<file path="config.mk">
export PLATFORM = sky130hd
export DESIGN_NAME = rcu_stream_bridge
export DESIGN_NICKNAME = d
export VERILOG_FILES = /design/src/rtl/rcu_stream_bridge.sv
export SDC_FILE = /design/constraint.sdc
export NUM_CORES = 1
export LEC_CHECK = 0
export ABC_AREA = 1
export BUFFER_PORTS_ARGS = -buffer_cell sky130_fd_sc_hd__buf_2
export CORE_UTILIZATION = 48
export CTS_BUF_LIST = sky130_fd_sc_hd__clkbuf_2 sky130_fd_sc_hd__clkbuf_4 sky130_fd_sc_hd__clkbuf_8
export DETAILED_ROUTE_END_ITERATION = 6
export PLACE_DENSITY = 0.9
export SYNTH_ARGS = -nofsm -noshare
export SYNTH_HDL_FRONTEND = slang
export SYNTH_SLANG_ARGS = --single-unit
</file>
<file path="constraint.sdc">
create_clock -name clk -period 2.1 [get_ports clk]
set_input_delay 0.21 -clock clk [delete_from_list [all_inputs] [get_ports clk]]
set_output_delay 0.21 -clock clk [all_outputs]
set_load 0.005 [all_outputs]
</file>
<file path="src/rtl/rcu_stream_bridge.sv">
// Byte-lane bridge between the bus-side data registers and the byte-wide core port.
// HWRITE=1 unpacks a bus word into core bytes; HWRITE=0 packs core bytes into a bus word.
module rcu_stream_bridge #(
    parameter int unsigned BUS_WIDTH = 32,
    parameter int unsigned LANES     = BUS_WIDTH / 8,
    parameter logic [7:0]  EOT_CODE  = 8'hFF,
    parameter int unsigned CW        = $clog2(LANES + 1)
) (
    input  logic                 clk,
    input  logic                 n_rst,
    input  logic                 HWRITE,
    input  logic                 bus_valid,
    output logic                 bus_ready,
    input  logic [BUS_WIDTH-1:0] data_out,
    input  logic [CW-1:0]        bus_nbytes,
    output logic [7:0]           data_outto_c,
    output logic                 c_valid,
    input  logic                 c_ready,
    input  logic [7:0]           data_in,
    input  logic                 in_valid,
    output logic                 in_ready,
    input  logic                 flush,
    output logic [BUS_WIDTH-1:0] data_into_rcu,
    output logic [CW-1:0]        word_count,
    output logic                 word_valid,
    input  logic                 word_ready,
    output logic                 eot,
    input  logic                 clear_eot
);
    typedef enum logic [2:0] {StIdle, StUnpack, StPack, StWordOut, StEotHold} state_e;

    state_e               state_q, state_d;
    logic [BUS_WIDTH-1:0] word_q, word_d;
    logic [CW-1:0]        idx_q, idx_d;      // unpack lane index, or pack byte count
    logic [CW-1:0]        count_q, count_d;  // bytes to unpack
    logic                 pending_eot_q, pending_eot_d;

    logic [7:0]           cur_byte;
    logic [BUS_WIDTH-1:0] word_ins;
    logic [CW-1:0]        eff_count;
    logic [CW-1:0]        cnt_next;
    logic                 in_acc;
    logic                 pack_close;

    // Lane select for the core byte and lane insert for the packer share the index register.
    always_comb begin
        cur_byte = 8'h00;
        word_ins = word_q;
        for (int i = 0; i < int'(LANES); i++) begin
            if (idx_q == CW'(i)) begin
                cur_byte             = word_q[i*8 +: 8];
                word_ins[i*8 +: 8]   = data_in;
            end
        end
    end

    assign eff_count  = (bus_nbytes == '0 || bus_nbytes > CW'(LANES)) ? CW'(LANES) : bus_nbytes;
    assign in_acc     = (state_q == StPack) && in_valid;
    assign cnt_next   = idx_q + CW'(in_acc);
    assign pack_close = (cnt_next == CW'(LANES)) || (in_acc && data_in == EOT_CODE) ||
                        (flush && cnt_next != '0);

    always_ff @(posedge clk or negedge n_rst) begin
        if (!n_rst) begin
            state_q <= StIdle;
        end else begin
            state_q <= state_d;
        end
    end

    always_comb begin
        state_d = state_q;
        unique case (state_q)
            StIdle: begin
                if (HWRITE && bus_valid) begin
                    state_d = StUnpack;
                end else if (!HWRITE && in_valid) begin
                    state_d = StPack;
                end
            end
            StUnpack: begin
                if (c_ready) begin
                    if (cur_byte == EOT_CODE) begin
                        state_d = StEotHold;
                    end else if (idx_q == count_q - 1'b1) begin
                        state_d = StIdle;
                    end
                end
            end
            StPack: begin
                if (pack_close) begin
                    state_d = StWordOut;
                end
            end
            StWordOut: begin
                if (word_ready) begin
                    state_d = pending_eot_q ? StEotHold : StIdle;
                end
            end
            StEotHold: begin
                if (clear_eot) begin
                    state_d = StIdle;
                end
            end
            default: state_d = StIdle;
        endcase
    end

    always_comb begin
        bus_ready     = 1'b0;
        data_outto_c  = 8'h00;
        c_valid       = 1'b0;
        in_ready      = 1'b0;
        data_into_rcu = '0;
        word_count    = '0;
        word_valid    = 1'b0;
        eot           = 1'b0;
        unique case (state_q)
            StIdle:    bus_ready = HWRITE && n_rst;
            StUnpack: begin
                c_valid      = 1'b1;
                data_outto_c = cur_byte;
            end
            StPack:    in_ready = 1'b1;
            StWordOut: begin
                word_valid    = 1'b1;
                data_into_rcu = word_q;
                word_count    = idx_q;
            end
            StEotHold: begin
                eot          = 1'b1;
                data_outto_c = EOT_CODE;
            end
            default: ;
        endcase
    end

    always_comb begin
        word_d        = word_q;
        idx_d         = idx_q;
        count_d       = count_q;
        pending_eot_d = pending_eot_q;
        unique case (state_q)
            StIdle: begin
                if (HWRITE && bus_valid) begin
                    word_d  = data_out;
                    idx_d   = '0;
                    count_d = eff_count;
                end
            end
            StUnpack: begin
                if (c_ready) begin
                    if (state_d == StUnpack) begin
                        idx_d = idx_q + 1'b1;
                    end else begin
                        word_d  = '0;
                        idx_d   = '0;
                        count_d = '0;
                    end
                end
            end
            StPack: begin
                if (in_acc) begin
                    word_d = word_ins;
                    idx_d  = cnt_next;
                    if (data_in == EOT_CODE) begin
                        pending_eot_d = 1'b1;
                    end
                end
            end
            StWordOut: begin
                if (word_ready) begin
                    word_d        = '0;
                    idx_d         = '0;
                    pending_eot_d = 1'b0;
                end
            end
            default: ;
        endcase
    end

    always_ff @(posedge clk or negedge n_rst) begin
        if (!n_rst) begin
            word_q        <= '0;
            idx_q         <= '0;
            count_q       <= '0;
            pending_eot_q <= 1'b0;
        end else begin
            word_q        <= word_d;
            idx_q         <= idx_d;
            count_q       <= count_d;
            pending_eot_q <= pending_eot_d;
        end
    end

endmodule

</file>
# --- Yosys cells after proc, flatten, opt, wreduce, memory -nomap -nowiden ---
# Index checks and enable logic that the tools add are counted.
word_totals:
  romBits: 0
  ff_bits: 42
  elab_cells: 105
  mem_count: 0
  latchBits: 0
  mem_bits_rw: 0
op_classes:
  n_lt_le_gt_ge: 1
  div_mod_pow: 0
  eq_ne: 22
  mul: 0
  shift: 0
  n_reduce_logical: 24
  addsub: 3
  n_mux: 47
  bitwise_logic: 0
ops:
  columns: ["op", "n"]
  rows:
  - ["$mux 32", 6]
  - ["$pmux 32 s4", 1]
  - ["$mux 8", 8]
  - ["$mux 3", 19]
  - ["$reduce_and 7->1", 4]
  - ["$ne 2x2->1 const B", 9]
  - ["$eq 8x8->1 const B", 2]
  - ["$pmux 8 s2", 1]
  - ["$pmux 3 s5", 1]
  - ["$eq 3x2->1 const B", 4]
  - ["$pmux 3 s4", 1]
  - ["$eq 3x1->1 const B", 3]
  - ["$logic_not 3->1", 3]
  - ["$mux 1", 8]
  - ["$reduce_and 4->1", 2]
  - ["$eq 3x3->1 const B", 2]
  - ["$logic_and 1x1->1", 6]
  - ["$pmux 3 s2", 1]
  - ["$reduce_and 5->1", 1]
  - ["$reduce_bool 2->1", 2]
  - ["$reduce_bool 4->1", 1]
  - ["$add 3x1->3", 1]
  - ["$add 3x1->3 const B", 1]
  - ["$eq 3x3->1", 1]
  - ["7 further kinds", 9]

# --- Logic depth before layout (Yosys ltp) ---
logic_depth:
  ltp_word: 13
  ltp_mapped: 20

# --- Worst setup path after synthesis ---
# Ideal clock, no wire load.
synth_path:
  path_type: "reg-to-reg"
  startpoint: "reg state_q[2]"
  endpoint: "reg count_q[0]"
  n_path_buf: 1
  setup_slack_ns: -0.212
  arrival_ns: 2.195
  setup_ns: 0.116
  stages_incl_launch_ff: 19
  period_less_slack_ns: 2.312
  path_cell_list: "dfrtp_1 nor2_2 inv_1 nor2_1 buf_4 inv_2 nor2_1 ha_1 ha_1 o21ai_0 a21oi_1 nor2_1 nand2_2 nand2_1 nand2_1 nand2_1 nand2_1 nand2_1 nand2_1"
synth_via:
  elab_chain_cells: 11
  word_cells_on_any_way: 29
  classes_between: "add/sub: 1; eq/ne: 9; mux: 10; reduce/logical: 9"
synth_rtl:
  columns: ["element", "line_no", "text"]
  rows:
  - ["from (decl)", "32", "state_e state_q, state_d;"]
  - ["from (signal assigned)", "65", "state_q <= StIdle;"]
  - ["from (signal assigned)", "67", "state_q <= state_d;"]
  - ["$eq 3x2->1", "58, 73", null]
  - ["$logic_and 1x1->1", "58", "assign in_acc = (state_q == StPack) && in_valid;"]
  - ["$add 3x1->3", "59", "assign cnt_next = idx_q + CW'(in_acc);"]
  - ["$eq 3x3->1 or $reduce_bool 3->1 (tied branches)", "60, 61", null]
  - ["$logic_or 1x1->1 or $logic_and 1x1->1 (tied branches)", "60, 61", null]
  - ["$logic_or 1x1->1", "60", "assign pack_close = (cnt_next == CW'(LANES)) || (in_acc && data_in == EOT_CODE) ||"]
  - ["$mux 3", "91", "if (pack_close) begin"]
  - ["$pmux 3 s5 (*)", "73", "unique case (state_q)"]
  - ["net state_d[0]", "32", null]
  - ["$eq 3x1->1 (*)", "153", "if (state_d == StUnpack) begin"]
  - ["$ne 2x2->1 (no source line) (*)", null, null]
  - ["$reduce_and 4->1 (no source line) (*)", null, null]
  - ["to (signal assigned)", "191", "count_q <= count_d;"]
  - ["to (decl)", "35", "logic [CW-1:0] count_q, count_d;"]
# The timed path passes the listed nets; every way through them passes the cells marked *.
# A chain may end at the register's enable or synchronous reset.

# --- Worst setup path in the final report ---
layout_path:
  startpoint: "reg idx_q[0]"
  endpoint: "reg word_q[31]"
layout_via:
  elab_chain_cells: 12
  word_cells_on_any_way: 25
  classes_between: "add/sub: 1; eq/ne: 9; mux: 9; reduce/logical: 6"
layout_rtl:
  columns: ["element", "line_no", "text"]
  rows:
  - ["from (decl)", "34", "logic [CW-1:0] idx_q, idx_d;"]
  - ["from (signal assigned)", "190", "idx_q <= idx_d;"]
  - ["$logic_not 3->1", "50", "if (idx_q == CW'(i)) begin"]
  - ["$mux 8 (4 in series)", "50", null]
  - ["$eq 8x8->1", "83", "if (cur_byte == EOT_CODE) begin"]
  - ["$mux 3", "83", null]
  - ["$mux 3", "82", "if (c_ready) begin"]
  - ["$pmux 3 s5", "73", null]
  - ["$eq 3x1->1", "153", null]
  - ["$ne 2x2->1 (no source line)", null, null]
  - ["$reduce_and 7->1 (no source line) (*)", null, null]
  - ["to (signal assigned)", "189", "word_q <= word_d;"]
  - ["to (decl)", "33", "logic [BUS_WIDTH-1:0] word_q, word_d;"]
# Every way passes the cells marked *; elsewhere a longest branch is shown, timed or not.

==> results.md <==
* Outcome: complete, but fails checks
* Failing checks: DRC, hold timing, setup timing
* Pin count of the biggest net entering global routing at 43
* CTS sink count at 42
* Headroom to the max-slew limit at 62.2%
* Critical path, cell by cell: inv_4 -> ha_4 -> nand2_4 -> nor2_4 -> nand2_2 -> nand2_2 -> nand2_2 -> nand2_2 -> nand2_2 -> nor2_2 -> nand2_2 -> nand2_2 -> nand2_2 -> nand3_4 -> buf_12 -> nand3_4 -> nand2_2 -> o21ai_2
* FP Rows at 29
* Minimum clock period at 2620 ps
* Initial Util at 50.4%
* Vias in the first global route at 3914
* DR iter-0 viols at 420
* Most common cell on crit path: nand2_2
* I/O Pins at 100
* GR peak layer: met2
* Grt met3 use at 7.81%
* Pre-antenna DRT Iters at 7
* FF/Latch Area at 0.00105 mm^2
* Port Buffers at 99
* Cell Pwr Density at 1430 mW/mm^2
* Inserted Clock Buffers at 5
* R2r setup slk at -520 ps
* GRT overflow at 0
* Worst setup SP type: flop
* RSZ-0062 raised after global routing: true
* Nature of the critical path endpoint: flop
* Met1 usage at 40.1%
* Die Y-Extent at 84.1 um
* Worst slew pin tran at 567 ps
* Clock-pin slew on the worst setup and hold paths at 90 ps
* Commonest non-fill, non-tap cells in the layout: buf_2, inv_1, nand2_2, nand2_1, nor2_1
* Synthesized instance count at 476
* Post-DP HPWL at 7420 um
* All-Layer GR Usage at 35.0%
* Vias per cell at 5.87
* Sequential area share after synthesis at 32.5%
* RD Place Congestion at 0.897
* Max Slew Vio Count at 0
* Leakage at 2.34 nW
* Worst R2R Start: idx_q[0]
* Initial antenna violation count at 0
* Antenna Nets Post-Route at 0
* Cts-stage hold buffer count at 0
* Setup violators final at 48
* Critical path class: flop to flop
* Die area at 0.00708 mm^2
* CTS tree: built
* Max Clk Rate at 382 MHz
* Drc violations at 6
* H-tree Lvls at 2
* WL/cell at 18.8 um
* Worst r2r dst: word_q[31]
* Via count at 4104
* Synthesized area per cell at 6.80 um^2
* Core area at 0.00642 mm^2
* Longest Clk Path Bufs at 2
* Final wirelength at 13200 um
* Worst Path Required at 2310 ps
* Setup TNS at -19090 ps
* Worst hold slack at -12.7 ps
* Final nets at 682
* Fillers at 407
* Area of the multi-input gates at 0.00220 mm^2
* GR Util met2 at 58.6%
* Share of the clock period used by the worst path at 125%
* Number of failing hold endpoints at the final stage at 14
* Most common cell after layout, fill and taps aside: buf_2
* Max Cap Viol at 0
* YS warnings at 0
* Crit path largest cell delay at 490 ps
* Die W at 84.1 um
* Register bit total from synthesis at 42
* Antenna Cells at 0
* Max IR drop VDD at 0.859 mV
* Critical-path maximum fanout at 8
* Synth cell types at 31
* Clock Skews at 5.74 ps
* Global-route wire length before repair at 19200 um
* CTS Root Cell: clkbuf_8
* R2R cell count at 18
* Final worst-path setup slack at -517 ps
* Fin area at 0.00471 mm^2
* CP max-delay cell: dfrtp_2
* P&R area growth vs syn at 45.4%
* Clk_lat worst skew at 320 ps
* Syn nets at 537
* Post-synthesis cell area at 0.00324 mm^2
* Placed cell areas at 0.00405 mm^2
* Worst EP arrival at 2830 ps
* Proportion of layout cells with a drive suffix above 1 at 49.8%
* Hold Path Class: input pin to async pin
-- metrics by stage --
step	power (mW)	setup WS [ps]	std cells	util [%]
5_1_grt	7.02	-576	699	73.3
3_5_place_dp	4.48	-313	671	63.0
3_3_place_gp	4.35	-219	671	63.0
4_1_cts	5.86	-210	694	69.7
6_report	6.73	-517	699	73.3
2_1_floorplan	3.56	-82.8	476	-
-- worst max-delay path by stage --
| stage | start | end | slack [ps] | cells after the start |
|---|---|---|---|---|
| finish | idx_q[0] | word_q[31] | -520 | 18 |
| global route | idx_q[0] | word_q[31] | -580 | 18 |
| CTS | idx_q[0] | word_q[20] | -210 | 18 |
| detailed placement | idx_q[1] | word_q[11] | -310 | 15 |
| global placement | idx_q[1] | word_q[21] | -220 | 15 |
| floorplan | state_q[1] | count_q[0] | -80 | 19 |
-- cell type report --
class / count / area share [%]
multi-input cells: 342 / 46.8
flip-flops and latches: 42 / 22.4
repair buffers: 148 / 19.6
inverters: 81 / 6.99
well taps: 77 / 2.05
clock buffers: 6 / 1.75
clock inverters: 2 / 0.346
repair inverters: 1 / 0.106
-- repair_timing --
| item | in CTS | in global routing |
|---|---|---|
| pin swaps | 23 | 44 |
| gates resized for setup | 47 | 59 |
| gates cloned | 6 | 1 |
| endpoints found under the setup margin | 41 | 48 |
| setup buffers | 9 | 6 |
-- flip-flops by register name, summed over array words and instances (netlist names) --
name and cells:
count_q 3, idx_q 3, pending_eot_q 1, state_q 3, word_q 32
-- kinds of logic after synthesis --
kind of cell | synth area share, %
simple gates | 32.9
buf+inv | 13.1
compound gates | 16.9
flops | 32.5
fa+ha+maj | 3.48
xor+xnor | 1.08
-- report_power, final --
part           internal [mW]  switching (mW)
Sequential              1.12           0.438
Clock                  0.271           0.340
Combinational           1.85            2.72
-- critical path, delay by kind of cell (launching register included) --
family | cells | cell delay (ps)
simple gates | 14 | 1510
flops | 1 | 490
buf+inv | 2 | 250
fa+ha+maj | 1 | 160
compound gates | 1 | 70
-- routing by layer --
layer / part of all wire, % / vias to the layer above
li1: - / 1767
met1: 35 / 1868
met2: 47 / 347
met3: 9.7 / 122
met4: 8.4 / 0
met5: 0 / -
-- cells in the mapped netlist (all sizes together) --
cell type	number	area share, %
nor2	68	8.3
clkbuf	9	1.0
nand3	19	4.9
inv	78	9.1
clkinv	3	0.39
nand4	6	1.2
a21oi	38	6.0
o21ai	43	10
nor3	4	0.62
or2	1	0.19
ha	9	3.5
dfrtp	42	32
nand2	142	18
xor2	4	1.1
a31oi	1	0.19
o221ai	1	0.27
buf	8	2.6
Power figures use the tool's default switching activity.
